===== src/rtl/serial_div_pkg.sv =====
// Shared remainder encodings and fixed divisors for the serial divisibility checker.
package serial_div_pkg;

  localparam int DIV_A = 3;
  localparam int DIV_B = 5;

  // Each enumerator's value is the remainder it stands for.
  typedef enum logic [1:0] {
    REM3_R0 = 2'd0,
    REM3_R1 = 2'd1,
    REM3_R2 = 2'd2
  } rem3_t;

  typedef enum logic [2:0] {
    REM5_R0 = 3'd0,
    REM5_R1 = 3'd1,
    REM5_R2 = 3'd2,
    REM5_R3 = 3'd3,
    REM5_R4 = 3'd4
  } rem5_t;

endpackage


===== src/rtl/serial_mod_fsm.sv =====
// Moore remainder FSM: state holds N mod DIVISOR for an MSB-first bit stream.
module serial_mod_fsm
  import serial_div_pkg::*;
#(
  parameter int DIVISOR = 3,
  localparam int W = $clog2(DIVISOR)
) (
  input  logic         clk,
  input  logic         rst,
  input  logic         bit_i,
  output logic         div_o,
  output logic [W-1:0] rem_o
);

  logic [W-1:0] state_q, state_d;

  always_ff @(posedge clk or posedge rst) begin
    if (rst) state_q <= '0;
    else     state_q <= state_d;
  end

  generate
    if (DIVISOR == DIV_A) begin : g_mod3
      rem3_t cur, nxt;
      assign cur = rem3_t'(state_q);
      always_comb begin
        nxt = REM3_R0;
        case (cur)
          REM3_R0: nxt = bit_i ? REM3_R1 : REM3_R0;
          REM3_R1: nxt = bit_i ? REM3_R0 : REM3_R2;
          REM3_R2: nxt = bit_i ? REM3_R2 : REM3_R1;
          default: nxt = REM3_R0;
        endcase
      end
      assign state_d = W'(nxt);
    end else if (DIVISOR == DIV_B) begin : g_mod5
      rem5_t cur, nxt;
      assign cur = rem5_t'(state_q);
      // Codes 5..7 fall to the default and recover to R0.
      always_comb begin
        nxt = REM5_R0;
        case (cur)
          REM5_R0: nxt = bit_i ? REM5_R1 : REM5_R0;
          REM5_R1: nxt = bit_i ? REM5_R3 : REM5_R2;
          REM5_R2: nxt = bit_i ? REM5_R0 : REM5_R4;
          REM5_R3: nxt = bit_i ? REM5_R2 : REM5_R1;
          REM5_R4: nxt = bit_i ? REM5_R4 : REM5_R3;
          default: nxt = REM5_R0;
        endcase
      end
      assign state_d = W'(nxt);
    end else begin : g_generic
      always_comb begin
        state_d = '0;
        if (int'(state_q) < DIVISOR)
          state_d = W'((2 * int'(state_q) + int'(bit_i)) % DIVISOR);
      end
    end
  endgenerate

  assign div_o = (state_q == '0);
  assign rem_o = state_q;

endmodule


===== config.mk =====
export PLATFORM = sky130hd
export DESIGN_NAME = serial_mod_fsm
export DESIGN_NICKNAME = d
export VERILOG_FILES = /design/src/rtl/serial_div_pkg.sv /design/src/rtl/serial_mod_fsm.sv
export SDC_FILE = /design/constraint.sdc
export NUM_CORES = 1
export LEC_CHECK = 0
export BUFFER_PORTS_ARGS = -buffer_cell sky130_fd_sc_hd__buf_2
export CORE_AREA = 2 2 39 41
export CTS_CLUSTER_DIAMETER = 120
export CTS_CLUSTER_SIZE = 30
export DETAILED_ROUTE_END_ITERATION = 8
export DIE_AREA = 0 0 41 43
export SYNTH_ARGS = -nofsm -noshare
export SYNTH_HDL_FRONTEND = slang
export SYNTH_SLANG_ARGS = --single-unit

===== constraint.sdc =====
create_clock -name clk -period 1.19 [get_ports clk]
set_input_delay 0.1785 -clock clk [delete_from_list [all_inputs] [get_ports clk]]
set_output_delay 0.1785 -clock clk [all_outputs]
set_load 0.01 [all_outputs]

==> impl_metrics.json <==
{
  "status": "completed",
  "skew_ns": 0.000396,
  "die_w_um": 41,
  "wl_met1_um": 100,
  "clockBufferDepth": 2,
  "grt_pass1_wl_um": 407,
  "required_ns": 1.01,
  "start_util": 0.0642,
  "syn_avg_cell_area_um2": 9.87,
  "hold_viol": 0,
  "power_frac_seq": 0.335,
  "ys_seq_elements": 2,
  "die_h_um": 43,
  "fin_crit_sh": 0.889,
  "highest_layer": "met4",
  "grt_antenna_before_repair": 0,
  "rr_startpoint": "rem_o[1]",
  "max_freq_ghz": 0.945,
  "grt_max_degree": 6,
  "setup_violations": 0,
  "fin_hold_ws_ns": 0.236,
  "synth_warnings": 0,
  "syn_nets": 12,
  "cp-startpoint": "rem_o[1]",
  "fp.dieArea_um2": 1760,
  "place.detailed.hpwl_um": 157,
  "synth_seq_area_share": 0.563,
  "synth.distinct_cells": 7,
  "start_kind": "flop",
  "drv_cap": 0,
  "cts_resized": 0,
  "n_antenna_cell": 0,
  "pre_cts_slack_ns": 0.362,
  "routed_via_density": 2.79,
  "multi_input_area_um2": 35.0,
  "cts_tree": "yes",
  "instances_no_fill": 34,
  "dr.pass1.iters": 1,
  "cts-root-buf": "clkbuf_4",
  "reg2reg_to": "rem_o[0]",
  "peakVddDrop_mv": 0.364,
  "leakagePower_nw": 0.0804,
  "ant_nets": 0,
  "wl_met2_um": 106,
  "grt_pass1_vias": 96,
  "path_cells": "nor2_1 -> buf_2",
  "holdCritPathClass": "input pin to flop",
  "io_pins": 6,
  "layout_common_cells": "5 x buf_2, 3 x clkbuf_4, 2 x nor2_1, 2 x dfrtp_1",
  "worst_slack_ns": 0.132,
  "critical_path.slowest_cell": "dfrtp_1",
  "maxSlewHeadroom": 0.879,
  "cts_made_buffers": 3,
  "drtIter0Drc": 0,
  "min_period_ns": 1.06,
  "clk-insertion-delay-late_ns": 0.22,
  "largest_register_ffs": 2,
  "min_to": "rem_o[0]",
  "path_max_fanout": 5,
  "syn_area_um2": 88.8,
  "cts_sinks": 2,
  "ys_top_cells_by_area": "dfrtp_1 56%, xnor2_1 9.9%, nand3b_1 8.5%, nor2_1 8.5%, nand2b_1 7.0%",
  "post_drt_wl_per_cell_um": 7.21,
  "worstSetupPathType": "flop to output pin",
  "syn_inst": 9,
  "final_util": 0.120,
  "p_clk_frac": 0.353,
  "met3WireLength_um": 17,
  "seqCellArea_um2": 50.0,
  "p_comb_frac": 0.312,
  "placedCellCount": 30,
  "route.detailed.drc": 0,
  "r2r_cells": 2,
  "grt_overflow": 0,
  "critPathArrivalTime_ns": 0.88,
  "rsz0062_at_grt": "false",
  "coreArea_um2": 1380,
  "syn2layout_area_growth_pct": 87.3,
  "vias": 95,
  "power_density_nw_per_um2": 2520,
  "finalWirelength_um": 245,
  "fillerInstances": 157,
  "clkTransAtPathRegs_ns": 0.03,
  "nets": 23,
  "tightestPinTransition_ns": 0.181,
  "port_buffers": 5,
  "cp_slowest_stage_delay_ns": 0.42,
  "gp_congestion": 0.420,
  "num_rows": 14,
  "cts_setup_buffers": 0,
  "yosysTopAreaCell": "dfrtp_1",
  "switching_share": 0.338,
  "finalMaxSlewViolations": 0,
  "hold_depth": 3,
  "ff2ff_setup_slack_ns": 0.42,
  "drive_above_1_share": 0.444,
  "switching_power_mw": 0.142,
  "grt_util_all_layers": 0.0471,
  "endpoint_kind": "output pin",
  "htree_levels": 1,
  "hp-start": "bit_i",
  "final_common_cell": "buf_2",
  "synth_top_area_share": 0.563,
  "hold_buffers": 1,
  "power.internal_mw": 0.277,
  "finalSetupTns_ns": 0
}
power groups by stage:
stage | combinational [mW] | clock (mW) | sequential (mW)
2_1_floorplan | 0.0579 | 0 | 0.146
3_3_place_gp | 0.130 | 0 | 0.135
3_5_place_dp | 0.130 | 0 | 0.141
4_1_cts | 0.133 | 0.159 | 0.140
5_1_grt | 0.151 | 0.169 | 0.148
6_report | 0.131 | 0.148 | 0.140
area by class of cell:
cell class,count,area share
flip-flops and latches,2,0.301
multi-input cells,6,0.211
clock buffers,3,0.135
repair buffers,6,0.211
well taps,16,0.120
inverters,1,0.0226
through the flow:
stage,power (mW),area (um^2)
floorplan,0.204,88.8
global placement,0.264,134
detailed placement,0.270,134
CTS,0.432,166
global route,0.469,166
finish,0.419,166
cells by family (layout without fill, tap and decap cells):
logic type      count (synthesis)  count (layout)  synth area share
compound gates                  1               1            0.0563
xor+xnor                        1               1            0.0986
buf+inv                         1              10            0.0422
flops                           2               2             0.563
simple gates                    4               4             0.240
worst max-delay path by stage:
stage,end,slack (ns)
final,div_o,0.13
after global routing,div_o,0.05
after CTS,div_o,0.12
after detailed placement,div_o,0.36
after global placement,div_o,0.38
after floorplan,div_o,0.38
synth_stat cells (all sizes together):
library cell,count
nand2b,1
o21ai,1
nand3b,1
dfrtp,2
inv,1
xnor2,1
nor2,2
routing by layer:
layer,vias up,GRT usage
li1,47,-
met1,40,0.0288
met2,6,0.0438
met3,2,0.0471
met4,0,0.100
met5,-,0
critical path, delay by kind of cell (launching register included):
family                 cells  cell delay [ns]
flip-flops                 1             0.42
buffers and inverters      1             0.13
AND/OR/NAND/NOR            1             0.11
Note: power is estimated with default switching activity, not from simulation.
